`config.mk`:
```
export PLATFORM = sky130hd
export DESIGN_NAME = alu_seq
export DESIGN_NICKNAME = d
export VERILOG_FILES = /design/src/rtl/alu_pkg.sv /design/src/rtl/alu_iter_muldiv.sv /design/src/rtl/alu_seq.sv
export SDC_FILE = /design/constraint.sdc
export NUM_CORES = 1
export LEC_CHECK = 0
export CORE_UTILIZATION = 55
export CTS_CLUSTER_SIZE = 25
export DETAILED_ROUTE_END_ITERATION = 7
export PLACE_DENSITY_LB_ADDON = 0.2
export SYNTH_ARGS = -nofsm -noshare
export SYNTH_HDL_FRONTEND = slang
export SYNTH_SLANG_ARGS = --single-unit
```
`constraint.sdc`:
```
create_clock -name clk -period 5.4 [get_ports clk]
set_input_delay 1.08 -clock clk [delete_from_list [all_inputs] [get_ports clk]]
set_output_delay 1.08 -clock clk [all_outputs]
set_load 0.05 [all_outputs]
```
`src/rtl/alu_pkg.sv`:
```
// alu_pkg: shared definitions for the sequential ALU.
//   - Sel opcode encodings (4-bit, matches the existing datapath encoding)
//   - FSM state enum used by alu_seq and exposed on its debug port
package alu_pkg;

    localparam logic [3:0] OP_ZERO = 4'b0000;
    localparam logic [3:0] OP_ADD  = 4'b0001;
    localparam logic [3:0] OP_SUB  = 4'b0010;
    localparam logic [3:0] OP_MUL  = 4'b0011;
    localparam logic [3:0] OP_DIV  = 4'b0100;
    localparam logic [3:0] OP_AND  = 4'b0101;
    localparam logic [3:0] OP_OR   = 4'b0110;
    localparam logic [3:0] OP_NOR  = 4'b0111;
    localparam logic [3:0] OP_SLT  = 4'b1000;
    localparam logic [3:0] OP_XOR  = 4'b1001;

    typedef enum logic [1:0] {
        IDLE = 2'd0,
        MUL  = 2'd1,
        DIV  = 2'd2,
        DONE = 2'd3
    } state_e;

endpackage

```
`src/rtl/alu_iter_muldiv.sv`:
```
// alu_iter_muldiv: shared iterative multiply / restoring-divide datapath.
// One operand bit is processed per cycle for WIDTH cycles after start.
// Ports:
//   clk, rst     clock, asynchronous active-high reset
//   start_i      load operands and begin (ignored result of any prior run)
//   mode_i       0 = multiply (low WIDTH bits), 1 = unsigned divide (quotient)
//   a_i, b_i     operands captured on start_i (a = multiplicand/dividend)
//   done_o       high during the final iteration cycle
//   result_o     value the final iteration produces; valid when done_o is high
module alu_iter_muldiv #(
    parameter int WIDTH = 32
) (
    input  logic             clk,
    input  logic             rst,
    input  logic             start_i,
    input  logic             mode_i,
    input  logic [WIDTH-1:0] a_i,
    input  logic [WIDTH-1:0] b_i,
    output logic             done_o,
    output logic [WIDTH-1:0] result_o
);

    localparam int CNT_W = $clog2(WIDTH) + 1;

    // acc: product (MUL) or partial remainder (DIV)
    // opa: shifting multiplicand (MUL) or fixed divisor (DIV)
    // opb: shifting multiplier (MUL) or dividend shifting out / quotient shifting in (DIV)
    logic             busy_q, busy_d;
    logic             mode_q, mode_d;
    logic [CNT_W-1:0] cnt_q,  cnt_d;
    logic [WIDTH-1:0] acc_q,  acc_d;
    logic [WIDTH-1:0] opa_q,  opa_d;
    logic [WIDTH-1:0] opb_q,  opb_d;

    logic [WIDTH:0]   shifted;
    logic [WIDTH:0]   diff;

    always_ff @(posedge clk or posedge rst) begin
        if (rst) begin
            busy_q <= 1'b0;
            mode_q <= 1'b0;
            cnt_q  <= '0;
            acc_q  <= '0;
            opa_q  <= '0;
            opb_q  <= '0;
        end else begin
            busy_q <= busy_d;
            mode_q <= mode_d;
            cnt_q  <= cnt_d;
            acc_q  <= acc_d;
            opa_q  <= opa_d;
            opb_q  <= opb_d;
        end
    end

    assign done_o = busy_q && (cnt_q == CNT_W'(WIDTH - 1));

    always_comb begin
        busy_d  = busy_q;
        mode_d  = mode_q;
        cnt_d   = cnt_q;
        acc_d   = acc_q;
        opa_d   = opa_q;
        opb_d   = opb_q;
        // Restoring-divide trial: bring in the next dividend bit, try subtracting.
        shifted = {acc_q, opb_q[WIDTH-1]};
        diff    = shifted - {1'b0, opa_q};

        if (start_i) begin
            busy_d = 1'b1;
            mode_d = mode_i;
            cnt_d  = '0;
            acc_d  = '0;
            opa_d  = mode_i ? b_i : a_i;
            opb_d  = mode_i ? a_i : b_i;
        end else if (busy_q) begin
            if (!mode_q) begin
                if (opb_q[0]) begin
                    acc_d = acc_q + opa_q;
                end
                opa_d = opa_q << 1;
                opb_d = opb_q >> 1;
            end else begin
                if (shifted >= {1'b0, opa_q}) begin
                    acc_d = diff[WIDTH-1:0];
                    opb_d = {opb_q[WIDTH-2:0], 1'b1};
                end else begin
                    acc_d = shifted[WIDTH-1:0];
                    opb_d = {opb_q[WIDTH-2:0], 1'b0};
                end
            end
            if (done_o) begin
                busy_d = 1'b0;
                cnt_d  = '0;
            end else begin
                cnt_d  = cnt_q + 1'b1;
            end
        end

        // The top loads its result register on the same edge as the last
        // iteration, so it takes the next-state value rather than the register.
        result_o = mode_q ? opb_d : acc_d;
    end

endmodule

```
`src/rtl/alu_seq.sv`:
```
// alu_seq: multi-cycle ALU with valid/ready handshakes and registered outputs.
// Handshake: an input transfer happens on a rising edge where in_valid and
// in_ready are both high; an output transfer happens on a rising edge where
// out_valid and out_ready are both high. Neither side may withdraw early:
// in_valid is held until in_ready, Res/flags hold until out_ready.
// Ports:
//   clk, rst           clock, asynchronous active-high reset
//   in_valid/in_ready  input handshake (in_ready high only in IDLE)
//   A, B, Sel          unsigned operands and 4-bit operation select
//   out_valid/out_ready output handshake (out_valid high only in DONE)
//   Res                registered result
//   zero_flag          registered, Res == 0
//   div_by_zero        registered, completed op was DIV with B == 0
//   dbg_state_o        current FSM state
module alu_seq
    import alu_pkg::*;
#(
    parameter int WIDTH = 32
) (
    input  logic             clk,
    input  logic             rst,
    input  logic             in_valid,
    output logic             in_ready,
    input  logic [WIDTH-1:0] A,
    input  logic [WIDTH-1:0] B,
    input  logic [3:0]       Sel,
    output logic             out_valid,
    input  logic             out_ready,
    output logic [WIDTH-1:0] Res,
    output logic             zero_flag,
    output logic             div_by_zero,
    output state_e           dbg_state_o
);

    state_e           state_q, state_d;
    logic [WIDTH-1:0] res_q, res_d;
    logic             zf_q, zf_d;
    logic             dbz_q, dbz_d;

    logic             md_start;
    logic             md_mode;
    logic             md_done;
    logic [WIDTH-1:0] md_result;
    logic [WIDTH-1:0] simple_res;
    logic             b_is_zero;

    function automatic logic [WIDTH-1:0] simple_op(input logic [3:0] sel,
                                                   input logic [WIDTH-1:0] a,
                                                   input logic [WIDTH-1:0] b);
        logic [WIDTH-1:0] r;
        r = '0;
        case (sel)
            OP_ADD:  r = a + b;
            OP_SUB:  r = a - b;
            OP_AND:  r = a & b;
            OP_OR:   r = a | b;
            OP_NOR:  r = ~(a | b);
            OP_SLT:  r = {{(WIDTH-1){1'b0}}, (a < b)};
            OP_XOR:  r = a ^ b;
            default: r = '0;
        endcase
        return r;
    endfunction

    assign b_is_zero  = (B == '0);
    assign simple_res = simple_op(Sel, A, B);
    assign md_start   = (state_q == IDLE) && in_valid &&
                        ((Sel == OP_MUL) || ((Sel == OP_DIV) && !b_is_zero));
    assign md_mode    = (Sel == OP_DIV);

    alu_iter_muldiv #(.WIDTH(WIDTH)) u_muldiv (
        .clk      (clk),
        .rst      (rst),
        .start_i  (md_start),
        .mode_i   (md_mode),
        .a_i      (A),
        .b_i      (B),
        .done_o   (md_done),
        .result_o (md_result)
    );

    always_ff @(posedge clk or posedge rst) begin
        if (rst) begin
            state_q <= IDLE;
            res_q   <= '0;
            zf_q    <= 1'b0;
            dbz_q   <= 1'b0;
        end else begin
            state_q <= state_d;
            res_q   <= res_d;
            zf_q    <= zf_d;
            dbz_q   <= dbz_d;
        end
    end

    always_comb begin
        state_d = state_q;
        res_d   = res_q;
        zf_d    = zf_q;
        dbz_d   = dbz_q;
        case (state_q)
            IDLE: begin
                if (in_valid) begin
                    if (Sel == OP_MUL) begin
                        state_d = MUL;
                    end else if ((Sel == OP_DIV) && !b_is_zero) begin
                        state_d = DIV;
                    end else if (Sel == OP_DIV) begin
                        state_d = DONE;
                        res_d   = '1;
                        zf_d    = 1'b0;
                        dbz_d   = 1'b1;
                    end else begin
                        state_d = DONE;
                        res_d   = simple_res;
                        zf_d    = (simple_res == '0);
                        dbz_d   = 1'b0;
                    end
                end
            end
            MUL, DIV: begin
                if (md_done) begin
                    state_d = DONE;
                    res_d   = md_result;
                    zf_d    = (md_result == '0);
                    dbz_d   = 1'b0;
                end
            end
            DONE: begin
                if (out_ready) begin
                    state_d = IDLE;
                end
            end
            default: state_d = IDLE;
        endcase
    end

    assign in_ready    = (state_q == IDLE);
    assign out_valid   = (state_q == DONE);
    assign Res         = res_q;
    assign zero_flag   = zf_q;
    assign div_by_zero = dbz_q;
    assign dbg_state_o = state_q;

endmodule

```
==> results.md <==
- Status: completed
- # IOs: 110
- Post-synth EDFFs: 0
- Pwr per Cell Area: about 630 nW/µm²
- Number of synthesized register bits: 140
- Share of total power in the clock network: 9.5%
- Endpoint class of the critical path: flop
- Placed Instance Area: a little over 20000 µm²
- Post-CTS Hold Fix Bufs: 0
- Number of global-route vias before repair: slightly below 20000
- Worst path max stage delay: between 0.6 and 0.7 ns
- Design area: about 21000 µm²
- IO buf count: between 100 and 150
- Sw power: approximately 7.3 mW
- Global-route wire length before repair: roughly 120000 µm
- Core Region: about 33000 µm²
- Drt total wl: 77800 µm
- Yosys Warn Count: 0
- Final Max Slew Viols: 0
- DR pass1 iterations: 6
- Fin crit share: 98.2%
- Leakage Power: 9.46 nW
- Internal cell power: 6.06 mW
- Post-CTS Resized: 0
- H-tree depth: 4
- Register area share after synthesis: about a fifth
- Hold_ws: 0.476 ns
- Maxcap violations: 0
- Total GRT Usage: roughly 46%
- CP most frequent cell: buf_4
- Largest net degree at the start of global routing: 93
- TritonCTS buffer count: 17
- Full die area: approximately 34000 µm²
- DP HPWL: ~60000 µm
- # setup viols final: 0
- Die Wd: between 150 and 200 µm
- Clock Skews: roughly 0.011 ns
- Reg2Reg Setup Slack: around 0.67 ns
- Die Height: roughly 180 µm
- Initial antenna violation count: 3
- Netlist cell types: 96
- Critical path class: in2reg
- Post-layout util: around 66%
- Hold Path Stages: 2
- Drt wl/cell: 25.1 µm
- Total setup buffers inserted after CTS: 0
- CP max stage cell: clkdlybuf4s50_1
- Sequential Power Share: 17.3%
- Detailed Route Iter0 Violations: 2800
- Post-Syn Nets: ~2700
- Combinational power share: roughly 73%
- Worst Hold Class: reg2reg
- Slack of the critical path: roughly 0.095 ns
- Clock Path Buffers: 2
- FF-to-FF path depth: 14
- Post-layout minimum cycle time: around 5.3 ns
- Final hold violation count: 0
- Worst slew pin tran: approximately 0.98 ns
- Routed vias: between 20000 and 25000
- Fillers: slightly below 3000
- Vias per cell: about 6.9
- VDD IR max: a little under 0.5 mV
- Mean Syn Cell Area: between 7 and 8 µm²
- Pre-CTS setup slack: -0.172 ns
- CP max FO: 9
- Final RePlAce weighted congestion: between 1 and 1.5
- Max Fclk: around 190 MHz
- Startpoint types: input port
- Cell Area, Synth: about 18000 µm²
- Top_reg_cell synth: dfrtp_1
- Critical path, cell by cell: clkdlybuf4s50_1 > buf_4 > nor4_1 > nand4_1 > buf_4 > o2111ai_2 > nand2_4 > o311ai_1 > o2111ai_1 > nor4b_1 > buf_4 > and4_1 > and4_1 > nand4_1 > nor4b_1 > a31o_1
- Register area: 3510 µm²
- Layout cells sized above 1: 11.1%
- Multi-input gate area: 13500 µm²
- Total gr overflow: 0
- Post-route antenna net violation count: 0
- CTS tree: built
- Slew Limit Headroom: between 30% and 40%
- Clk pin slew, worst setup/hold paths: 0.06 ns
- Drt drc: 0
- RSZ-0062 raised after global routing: no
- Clk_lat worst skew: approximately 0.44 ns
- FP Rows: 66
- Syn Inst Count: approximately 2500
- Clock sink count: 140
- Net Sw Frac: between 50% and 60%
- Layout area overhead: 17.4%
- Asr flop ratio synth: between 90% and 100%
- CP arrival: 5.69 ns
- Worst EP required: around 5.8 ns
- Tot Pwr: 13.3 mW
- Root buffer cell: clkbuf_16
- Starting Density: between 50 and 60%
- Nets: about 2900
-- kinds of logic (layout without fill, tap and decap cells) --
logic type	after synthesis	count (layout)	share of synthesized area, %
adders and majority gates	182	182	12.7
and+or+nand+nor	737	737	18.7
DFF	140	140	19.3
other	0	2	0
xor gates and xnor gates	93	93	4.48
muxes	60	60	3.45
buffers and inverters	324	496	6.97
AOI/OAI and AO/OA	948	948	34.4
-- sequential cells by signal, summed over array words and instances, names as in the netlist --
name             flops
u_muldiv.opb_q      32
div_by_zero          1
u_muldiv.busy_q      1
u_muldiv.cnt_q       6
u_muldiv.opa_q      32
Res                 32
zero_flag            1
dbg_state_o          2
u_muldiv.acc_q      32
u_muldiv.mode_q      1
-- cell type report --
| type | count | share of cell area (%) |
|---|---|---|
| clock buffers | 18 | 2.06 |
| inverters | 157 | 2.79 |
| diodes | 2 | 0.0235 |
| well taps | 442 | 2.59 |
| multi-input cells | 2020 | 63.1 |
| repair buffers | 307 | 12.2 |
| clock inverters | 14 | 0.792 |
| flip-flops and latches | 140 | 16.4 |
-- critical path: cells and delay by family --
family | cells | cell delay [ns]
and+or+nand+nor | 8 | 2.15
buffers and inverters | 4 | 1.33
AOI/OAI and AO/OA | 4 | 1.12
-- layout by cell type, fill, tap and decap left out, types with 44 or more instances in the layout --
| cell type | count |
|---|---|
| a211oi_1 | 49 |
| a21o_1 | 57 |
| a21oi_1 | 209 |
| buf_4 | 195 |
| clkdlybuf4s50_1 | 108 |
| dfrtp_1 | 138 |
| ha_1 | 178 |
| inv_1 | 153 |
| mux2i_1 | 48 |
| nand2_1 | 296 |
| nand3_1 | 44 |
| nor2_1 | 182 |
| o211ai_1 | 62 |
| o21ai_0 | 227 |
| xnor2_1 | 55 |
-- power by group through the flow --
stage	combinational [mW]	clock, mW	sequential [mW]
floorplan	6.18	0	2.38
global route	10.5	1.29	2.34
CTS	9.46	1.25	2.25
finish	9.78	1.26	2.31
global placement	9.14	0	2.25
detailed placement	9.35	0	2.27
-- stage by stage --
step | TNS [ns] | instances
after global placement | -0.154 | 3066
after global routing | 0 | 3098
final | 0 | 3100
after floorplan | 0 | 2484
after CTS | 0 | 3098
after detailed placement | -0.172 | 3066
-- cells in the mapped netlist, types with 24 or more instances --
master    number  area share [%]
nand2_1      298             6.2
o21ai_0      227             6.3
a21oi_1      211             5.8
nor2_1       182             3.8
ha_1         178              12
inv_1        154             3.2
dfrtp_1      140              19
clkbuf_1     120             2.5
o211ai_1      62             2.6
a21o_1        57             2.4
xnor2_1       55             2.7
a211oi_1      49             2.0
mux2i_1       48             2.6
nand3_1       44             1.2
nor3_1        44             1.2
a31oi_1       40             1.4
xor2_1        38             1.8
buf_2         34            0.94
nor4_1        33             1.1
a221oi_1      28             1.3
o22ai_1       28            0.96
nand4_1       27            0.93
o21a_1        27             1.1
o21bai_1      24            0.99
o31ai_1       24            0.99
-- worst paths after layout --
check	start	to
max in group asynchronous	rst	u_muldiv.opb_q[24]
min in group asynchronous	rst	u_muldiv.acc_q[1]
worst max register to register	u_muldiv.opa_q[10]	zero_flag
worst min-delay path	Res[5]	Res[5]
worst min register to register	Res[5]	Res[5]
worst max-delay path	B[0]	zero_flag
-- layer usage --
| metal | global-route usage, % | part of all wire [%] |
|---|---|---|
| met1 | 57.2 | 39 |
| met5 | 0 | 0.015 |
| met3 | 11.7 | 11 |
| met2 | 70.2 | 43 |
| met4 | 28.0 | 7.0 |
Note: power is estimated with default switching activity, not from simulation.
